File: config.mk
export PLATFORM = sky130hd
export DESIGN_NAME = alu_req_driver
export DESIGN_NICKNAME = d
export VERILOG_FILES = /design/src/rtl/alu_req_driver.sv
export SDC_FILE = /design/constraint.sdc
export NUM_CORES = 1
export LEC_CHECK = 0
export CORE_ASPECT_RATIO = 0.5
export CORE_UTILIZATION = 31
export DETAILED_ROUTE_END_ITERATION = 10
export PLACE_DENSITY = 0.54
export SLEW_MARGIN = 5
export SYNTH_ARGS = -nofsm -noshare
export SYNTH_HDL_FRONTEND = slang
export SYNTH_SLANG_ARGS = --single-unit
File: constraint.sdc
create_clock -name clk -period 4.84 [get_ports clk]
set_input_delay 1.21 -clock clk [delete_from_list [all_inputs] [get_ports clk]]
set_output_delay 1.21 -clock clk [all_outputs]
set_load 0.01 [all_outputs]
File: src/rtl/alu_req_driver.sv
`timescale 1ns/1ps
// Initiator side of the ALU interface: issues tagged commands to a two-edge ALU and
// returns tagged responses in order through a credit-guarded response FIFO.
module alu_req_driver #(
    parameter int unsigned DEPTH   = 4,
    parameter int unsigned TAG_W   = 4,
    parameter logic [2:0]  IDLE_OP = 3'b010
) (
    input  logic             clk,
    input  logic             rst,
    input  logic             cmd_valid,
    output logic             cmd_ready,
    input  logic [31:0]      cmd_a,
    input  logic [31:0]      cmd_b,
    input  logic [2:0]       cmd_op,
    input  logic [TAG_W-1:0] cmd_tag,
    output logic [31:0]      alu_A,
    output logic [31:0]      alu_B,
    output logic [2:0]       alu_opcode,
    input  logic [31:0]      alu_Result,
    input  logic             alu_Error,
    output logic             rsp_valid,
    input  logic             rsp_ready,
    output logic [31:0]      rsp_result,
    output logic             rsp_error,
    output logic [TAG_W-1:0] rsp_tag,
    output logic             err_sticky
);

    localparam int unsigned AW = $clog2(DEPTH);
    localparam int unsigned PW = AW + 1;
    localparam int unsigned DW = 32;

    typedef struct packed {
        logic [DW-1:0]    result;
        logic             error;
        logic [TAG_W-1:0] tag;
    } rsp_t;

    typedef struct packed {
        logic             valid;
        logic             legal;
        logic [TAG_W-1:0] tag;
    } stage_t;

    logic          accept;
    logic          pop;
    logic          push;
    logic          cmd_legal;
    logic          empty;
    stage_t        s1;
    stage_t        s2;
    rsp_t          mem [DEPTH];
    rsp_t          push_data;
    rsp_t          head;
    logic [PW-1:0] wr_ptr;
    logic [PW-1:0] rd_ptr;
    logic [PW-1:0] credits;
    logic          err_seen;
    logic          illegal_seen;

    // Credits count every accepted command not yet popped, so a FIFO slot always exists.
    assign cmd_ready = credits < PW'(DEPTH);
    assign accept    = cmd_valid & cmd_ready;
    assign cmd_legal = cmd_op <= 3'd4;
    assign empty     = wr_ptr == rd_ptr;
    assign rsp_valid = ~empty;
    assign pop       = rsp_valid & rsp_ready;
    assign push      = s2.valid;
    assign head      = mem[rd_ptr[AW-1:0]];

    assign rsp_result = empty ? '0 : head.result;
    assign rsp_error  = empty ? 1'b0 : head.error;
    assign rsp_tag    = empty ? '0 : head.tag;
    assign err_sticky = err_seen | illegal_seen;

    // ALU drive: illegal opcodes and idle cycles issue a harmless AND of zeros.
    always_ff @(posedge clk or posedge rst) begin
        if (rst) begin
            alu_A      <= '0;
            alu_B      <= '0;
            alu_opcode <= IDLE_OP;
        end else if (accept && cmd_legal) begin
            alu_A      <= cmd_a;
            alu_B      <= cmd_b;
            alu_opcode <= cmd_op;
        end else begin
            alu_A      <= '0;
            alu_B      <= '0;
            alu_opcode <= IDLE_OP;
        end
    end

    // Two-stage tag pipe tracking the ALU's register latency.
    always_ff @(posedge clk or posedge rst) begin
        if (rst) begin
            s1 <= '0;
            s2 <= '0;
        end else begin
            s1 <= '{valid: accept, legal: cmd_legal, tag: cmd_tag};
            s2 <= s1;
        end
    end

    // ALU Error is sticky; only its first rise is charged to an operation.
    always_comb begin
        push_data = '0;
        push_data.tag = s2.tag;
        if (s2.legal) begin
            push_data.result = alu_Result;
            push_data.error  = alu_Error & ~err_seen;
        end else begin
            push_data.result = '0;
            push_data.error  = 1'b1;
        end
    end

    always_ff @(posedge clk or posedge rst) begin
        if (rst) begin
            err_seen     <= 1'b0;
            illegal_seen <= 1'b0;
        end else if (push) begin
            if (s2.legal) begin
                err_seen <= err_seen | alu_Error;
            end else begin
                illegal_seen <= 1'b1;
            end
        end
    end

    always_ff @(posedge clk) begin
        if (push) begin
            mem[wr_ptr[AW-1:0]] <= push_data;
        end
    end

    always_ff @(posedge clk or posedge rst) begin
        if (rst) begin
            wr_ptr  <= '0;
            rd_ptr  <= '0;
            credits <= '0;
        end else begin
            wr_ptr <= wr_ptr + PW'(push);
            rd_ptr <= rd_ptr + PW'(pop);
            case ({accept, pop})
                2'b10:   credits <= credits + PW'(1);
                2'b01:   credits <= credits - PW'(1);
                default: credits <= credits;
            endcase
        end
    end

endmodule

---- Word level (Yosys, flattened, before mapping) ----
Memory sizes are Yosys's and may differ from the RTL's.
Index checks and enable logic that the tools add are counted.
operators by class
  equal/unequal tests ..................... 3
  reduce and logical (&&, ||, !) cells .... 4
  bitwise gates (word level) .............. 8
  multiplexer cells ....................... 10
  $lt $le $gt $ge ......................... 2
  add/sub/neg operators ................... 4
operators with widths
  operator                                                                count
  32-bit two-way mux                                                      3
  33-bit two-way mux                                                      1
  3-bit by 1-bit adder with 3-bit output                                  2
  3-bit case mux with 2 select lines                                      1
  4-bit two-way mux                                                       1
  2-bit AND reduction                                                     2
  3-bit by 1-bit adder with 3-bit output (second input constant)          1
  1-bit bitwise AND                                                       3
  3-bit equality test                                                     1
  3-bit less-or-equal comparator (second input constant)                  1
  3-bit < comparator (second input constant)                              1
  1-bit two-way mux                                                       3
  3-bit two-way mux                                                       1
  1-bit inverter                                                          3
  3-bit by 1-bit subtractor with 3-bit output (second input constant)     1
  2-bit by 1-bit equality test with 1-bit output (second input constant)  1
  2-bit equality test (second input constant)                             1
  1-bit bitwise OR                                                        2
  2-bit nonzero test                                                      1
  1-bit logical AND                                                       1
word-level totals
  memories kept ........................... 1
  register bits ........................... 90
  output and inout bits ................... 107
  bits in writable memories ............... 148
  logic and storage cells ................. 46
  input bits .............................. 108
memories
  memory  depth  width  rd ports  clocked after Yosys merged registers in  wr ports  line  RTL
  mem     4      37     1         0                                        1         53    rsp_t mem [DEPTH];

---- Depth between registers and ports, before layout ----
Gate-level depths: netlist of the first run.
  depth after elaboration ................. 5
  depth in mapped cells ................... 10

---- Least setup slack after synthesis of the first run ----
OpenSTA, ideal clock, no wires.
  kind .................................... register to register
  start point ............................. register wr_ptr[0]
  end point ............................... memory mem[0][0] (netlist name) (enable)
  data required time ...................... 4.355 ns
  setup time .............................. 0.485 ns
  buffers on the path ..................... 0
  data arrival time ....................... 3.196 ns
  path slack .............................. 1.159 ns
  stages on the path, launching flop included .. 2
  cell sequence ........................... dfrtp_1 > nor3b_1
RTL lines
  element                 line  RTL
  from (decl)             56    logic [PW-1:0] wr_ptr;
  from (signal assigned)  143   wr_ptr <= wr_ptr + PW'(push);
  to (decl)               53
Straight into the memory's write port.

---- Final worst setup path of the first run ----
  start point ............................. register rd_ptr[0]
  end point ............................... output port rsp_tag[1]
on the way
  cells in the longest elaborated chain, start to end .. 2
RTL lines
  element                                                   line  RTL
  from (decl)                                               57    logic [PW-1:0] rd_ptr;
  from (signal assigned)                                    144   rd_ptr <= rd_ptr + PW'(pop);
  memory 4 x 37 bit or 3-bit equality test (tied branches)  --
  4-bit two-way mux *                                       74    assign rsp_tag = empty ? '0 : head.tag;
  to (decl)                                                 26    output logic [TAG_W-1:0] rsp_tag,
Every way passes the cells marked *; elsewhere a longest branch is shown, timed or not.

==> summary.txt, run 1 <==
Global routing
  • Largest net degree at the start of global routing: 74
  • Number of global-route vias before repair: 5252
  • GRT Total Usage: 14.0%
  • Initial antenna violation count: 3
  • First-pass GRT wire length: 30900 um
  • Congestion Overflow GR: 0

Route
  • Routed wire length: 20000 um
  • DR vias: 4815
  • WL/cell: 18.2 um
  • Starting DRT DRC Count: 182
  • Residual DRC: 0
  • ANT nets after route: 0
  • DRT Pass-1 Iters: 4
  • DR vias/cell: 4.38

Floorplan
  • # IOs: 215
  • Die ar.: 29300 um^2
  • # rows: 43
  • Starting Density: 31.8%
  • Die X: 241 um
  • Core region area: 27900 um^2
  • Die Y: 122 um

Clock tree
  • Clock sink total: 238
  • Hold_buf cts: 0
  • Root Buffer: clkbuf_16
  • CTS tree: built
  • CTS resizes: 0
  • Worst skew pair latency: 0.53 ns
  • Setup Buffers After CTS: 0
  • Bufs on Longest Clock Path: 3
  • Total clock buffers created by CTS: 24
  • Clock slew at reported path FFs: 0.06 ns
  • Max H-tree Level: 1

Finish
  • Layout cells sized above 1: 13.7%
  • Fillers: 2460
  • Area Overhead vs Synth: 37.6%
  • Post-layout nets: 813

Critical path
  • WP data required: 3.63 ns
  • Crit-path max FO: 25
  • Data arrival time of the worst path: 2.78 ns
  • Worst setup path endpoint: rsp_tag[1]
  • Worst reg2reg path depth: 10
  • R2R Setup Slk: 2.23 ns
  • Worst Setup SP: rd_ptr[0]$_DFF_PP0_
  • FF-to-FF Start: rd_ptr[1]$_DFF_PP0_
  • Crit end category: primary output
  • Worst Path Class, Setup: flop to primary output
  • Reg-to-reg endpoint: credits[2]$_DFFE_PP0P_
  • Startpoint type of the worst setup path: flop

Run
  • Max cap viols: 0

Place
  • # port buffers: 214
  • Pre-CTS WS: 1.34 ns
  • Routability cong.: 0.681
  • Post-DP HPWL: 12700 um

Timing
  • Pins Over Slew Limit: 0
  • Setup ws final: 0.851 ns
  • Worst-Margin Slew: 1.08 ns
  • RSZ-0062 raised after global routing: no
  • Worst slew margin: 28.2%
  • Clock Skew: 0.0138 ns
  • Post-route minimum period: 3.99 ns
  • Crit share post-route: 82.4%
  • # setup viols final: 0
  • Hold slack: 0.335 ns
  • Setup_tns: 0 ns
  • Hold Fails Final Rpt: 0
  • Max Clock Freq: 251 MHz

Outcome
  • Status: complete, no violations

Synth
  • Synth cell types: 30
  • Syn. warnings: 0
  • Seq cells post-synth: 238
  • Synthesized area per cell: 18.5 um^2
  • Synth Instances: 478
  • Syn_nets: 592
  • Share of the yosys chip area belonging to registers: 75.5%
  • Cell area after synthesis: 8870 um^2

Pwr
  • P_leak: 0.00475 uW
  • PD cells: 546 nW/um^2
  • Max VDD drop: 0.000195 V

Hold path
  • Worst hold path class: flop to flop
-- worst min path at each step --
stage / startpoint / end / cells past startpoint
after CTS: s1[5]$_DFF_PP0_ / push$_DFF_PP0_ / 0
after global routing: s1[5]$_DFF_PP0_ / push$_DFF_PP0_ / 0
after floorplan: s1[5]$_DFF_PP0_ / push$_DFF_PP0_ / 0
final: s1[5]$_DFF_PP0_ / push$_DFF_PP0_ / 0
after detailed placement: s1[5]$_DFF_PP0_ / push$_DFF_PP0_ / 0
after global placement: s1[5]$_DFF_PP0_ / push$_DFF_PP0_ / 0
-- layout by cell type, fill, tap and decap left out, drive strengths merged --
cell type,netlist,routed
bufinv,0,1
mux4,37,37
clkinvlp,0,1
and2,32,32
clkbuf,15,33
edfxtp,148,148
nor3b,1,1
buf,14,10
ha,5,5
nor2,2,2
nor3,1,1
xor2,6,6
dfstp,1,1
and3b,1,1
mux2i,1,1
diode,0,1
xnor2,2,2
nand2,2,2
inv,9,9
nand3b,1,1
clkinv,0,9
a21o,1,1
a31o,1,1
and3,67,67
clkdlybuf4s50,0,214
dfrtp,89,89
or2,1,1
fa,1,1
o21ai,2,2
nor2b,38,38
-- report_power, final --
| part | total [uW] | switching [uW] | leakage, uW | internal, uW |
|---|---|---|---|---|
| clock | 1790 | 776 | 0.000368 | 1020 |
| sequential | 2630 | 164 | 0.00253 | 2470 |
| combinational | 2230 | 994 | 0.00185 | 1240 |
-- state kept, by name, summed over array words and instances, names as in the netlist --
signal,count
alu_opcode,3
push_data,4
push,1
s1,6
alu_B,32
illegal_seen,1
rd_ptr,3
credits,3
wr_ptr,3
s2,1
alu_A,32
err_seen,1
mem,148
-- final cells by class --
class	count	area [um^2]	area share, %
multi-input cells	202	1990	16.3
flip-flops and latches	238	6700	54.9
well taps	382	478	3.92
clock inverters	11	96.3	0.790
repair buffers	224	2230	18.3
inverters	9	36.3	0.297
clock buffers	33	664	5.45
diodes	1	2.50	0.0205
-- synth_stat cells --
cell type / count / area [um^2]
fa_1: 1 / 20.0
nor3b_1: 1 / 7.51
nor3_2: 1 / 10.0
and3b_1: 1 / 8.76
o21ai_1: 1 / 5.00
or2_2: 1 / 6.26
ha_1: 5 / 62.6
inv_2: 2 / 7.51
xnor2_1: 2 / 17.5
nand2_1: 2 / 7.51
and3_1: 67 / 419
nor2_1: 2 / 7.51
edfxtp_1: 148 / 4440
clkbuf_1: 15 / 56.3
buf_6: 1 / 11.3
buf_12: 3 / 60.1
dfstp_2: 1 / 26.3
buf_2: 10 / 50.1
a21o_1: 1 / 7.51
inv_1: 7 / 26.3
nor2b_1: 35 / 219
nand3b_1: 1 / 7.51
a31o_2: 1 / 8.76
mux4_2: 37 / 833
xor2_1: 6 / 52.6
and2_1: 32 / 200
dfrtp_1: 89 / 2230
o21ai_0: 1 / 5.00
nor2b_4: 3 / 41.3
mux2i_1: 1 / 10.0
-- metrics by stage --
| step | instance area [um^2] | utilization (%) | total power, uW | cells |
|---|---|---|---|---|
| 2_1_floorplan | 8870 | - | 3860 | 478 |
| 3_3_place_gp | 11400 | 40.9 | 4970 | 1055 |
| 3_5_place_dp | 11400 | 40.9 | 4960 | 1055 |
| 4_1_cts | 12200 | 43.7 | 6790 | 1099 |
| 5_1_grt | 12200 | 43.7 | 7020 | 1099 |
| 6_report | 12200 | 43.7 | 6660 | 1100 |
-- layer usage --
metal	global-route usage [%]	up-vias	wire length, um
met2	23.6	97	9930
met5	0	-	22
li1	-	2214	-
met3	3.94	33	1170
met1	18.1	2467	8530
met4	3.28	4	331
-- worst max-delay path, cell delays in order (launching register included) --
cell and delay, ns:
dfrtp_2 0.70, buf_12 0.31, mux4_2 0.53, nor2b_1 0.16, clkdlybuf4s50_1 0.51
-- cells by family (layout without fill, tap and decap cells) --
family	after synthesis	count (layout)	synth area share (%)
other	0	1	0
AOI/OAI and AO/OA	4	4	0.296
buffers and inverters	38	277	2.39
xor gates and xnor gates	8	8	0.790
adders and majority gates	6	6	0.931
and+or+nand+nor	146	146	10.5
muxes	38	38	9.51
DFF	238	238	75.5
No activity file was read; power rests on OpenSTA's default activity.
==> inputs of run 2 (changes only) <==
- clock period: 4.84 -> 3.77 ns (I/O delays scaled with it)
==> summary.txt, run 2 (synthesized netlist as in run 1, its figures left out) <==
Outcome
  • Status: complete, no violations

Route
  • DRT Pass-1 Iters: 4
  • DR vias/cell: 4.40
  • Met1 WL: 8680 um
  • DR vias: 4832
  • Max Used Layer: met4
  • DR WL met2: 9830 um
  • Routed wire length: 19900 um
  • ANT nets after route: 0
  • DR WL met3: 1060 um
  • Residual DRC: 0
  • Starting DRT DRC Count: 184
  • WL/cell: 18.1 um

Timing
  • Pins Over Slew Limit: 0
  • Hold Fails Final Rpt: 0
  • Max Clock Freq: 284 MHz
  • Worst slew margin: 28.4%
  • Worst-Margin Slew: 1.07 ns
  • Clock Skew: 0.0221 ns
  • # setup viols final: 0
  • Crit share post-route: 93.4%
  • Setup ws final: 0.248 ns
  • RSZ-0062 raised after global routing: no
  • Setup_tns: 0 ns
  • Post-route minimum period: 3.52 ns

Clock tree
  • Clock sink total: 238
  • Worst skew pair latency: 0.52 ns
  • Max H-tree Level: 1
  • Total clock buffers created by CTS: 23
  • CTS tree: built
  • Hold_buf cts: 0
  • Clock slew at reported path FFs: 0.06 ns
  • Root Buffer: clkbuf_16
  • Bufs on Longest Clock Path: 3
  • Setup Buffers After CTS: 0
  • CTS resizes: 0

Floorplan
  • Core region area: 27900 um^2
  • Die ar.: 29300 um^2
  • # rows: 43
  • Die X: 241 um
  • # IOs: 215
  • Starting Density: 31.8%
  • Die Y: 122 um

Finish
  • Commonest non-fill, non-tap cells in the layout: 214 x clkdlybuf4s50_1, 148 x edfxtp_1, 87 x dfrtp_1
  • Fin area: 12200 um^2
  • Largest register FFs: 148
  • Inserted Diodes: 0
  • Area Overhead vs Synth: 38.0%
  • Post-layout nets: 813
  • Fillers: 2487
  • Commonest non-fill, non-tap cell in the layout: clkdlybuf4s50_1
  • Layout cells sized above 1: 13.8%

Place
  • Post-DP HPWL: 12800 um
  • Pre-CTS WS: 0.745 ns
  • # port buffers: 214
  • Routability cong.: 0.665
  • DP Area: 11500 um^2

Global routing
  • First-pass GRT wire length: 30600 um
  • Initial antenna violation count: 0
  • Congestion Overflow GR: 0
  • GRT Total Usage: 13.9%
  • Number of global-route vias before repair: 5284
  • Largest net degree at the start of global routing: 69

Critical path
  • Crit-path max FO: 15
  • Worst Path Class, Setup: flop to primary output
  • WP data required: 2.83 ns
  • Data arrival time of the worst path: 2.58 ns
  • Startpoint type of the worst setup path: flop
  • R2R Setup Slk: 1.10 ns
  • Worst reg2reg path depth: 10
  • Crit end category: primary output

Pwr
  • P_leak: 0.00476 uW
  • Switching share of power: 28.4%
  • Clk network pwr share: 27.1%
  • NetSw: 2440 uW
  • Sequential group share of total power: 38.9%
  • PD cells: 703 nW/um^2
  • Internal: 6160 uW
  • Max VDD drop: 0.000351 V
  • Combinational power share: 34.0%

Hold path
  • Hold depth: 0
  • Worst hold path class: flop to flop

Run
  • Max cap viols: 0
-- run 2: power groups by stage --
stage / clock, uW / sequential [uW] / combinational [uW]
after floorplan: 0 / 3360 / 1600
after global placement: 0 / 3400 / 3000
after detailed placement: 0 / 3410 / 3000
after CTS: 2420 / 3360 / 3020
after global routing: 2510 / 3390 / 3190
final: 2340 / 3350 / 2920
-- run 2: per-stage QoR --
| stage | total power, uW | hold WS [ns] | util [%] | std cells |
|---|---|---|---|---|
| final | 8610 | 0.343 | 43.8 | 1097 |
| after global routing | 9080 | 0.354 | 43.8 | 1097 |
| after CTS | 8800 | 0.349 | 43.8 | 1097 |
| after detailed placement | 6410 | 0.336 | 41.1 | 1056 |
| after global placement | 6400 | 0.332 | 41.1 | 1056 |
| after floorplan | 4960 | 0.331 | - | 478 |
-- run 2: final cells by class --
type	count	area [um^2]	area share, %
clock inverters	13	144	1.18
well taps	382	478	3.91
flip-flops and latches	238	6700	54.8
inverters	9	36.3	0.297
clock buffers	28	614	5.02
multi-input cells	202	1990	16.3
repair buffers	225	2270	18.6
-- run 2: worst max-delay path, cell delays in order (launching register included) --
cell and delay, ns:
dfrtp_2 0.65, buf_12 0.24, mux4_2 0.52, nor2b_1 0.16, clkdlybuf4s50_1 0.49
-- run 2: final timing paths --
path                                            to           startpoint
hold reg to reg                    s2[4]$_DFF_PP0_      s1[4]$_DFF_PP0_
hold / removal                     s2[4]$_DFF_PP0_      s1[4]$_DFF_PP0_
max in group asynchronous  alu_opcode[1]$_DFF_PP1_                  rst
setup / recovery                    rsp_result[17]  rd_ptr[0]$_DFF_PP0_
setup reg to reg            credits[2]$_DFFE_PP0P_  rd_ptr[0]$_DFF_PP0_
min in group asynchronous   push_data[0]$_DFF_PP0_                  rst
-- run 2: per-layer routing --
| layer | vias to the layer above | global-route usage (%) |
|---|---|---|
| li1 | 2214 | - |
| met1 | 2482 | 18.3 |
| met2 | 104 | 23.1 |
| met3 | 32 | 3.83 |
| met4 | 0 | 3.32 |
| met5 | - | 0 |
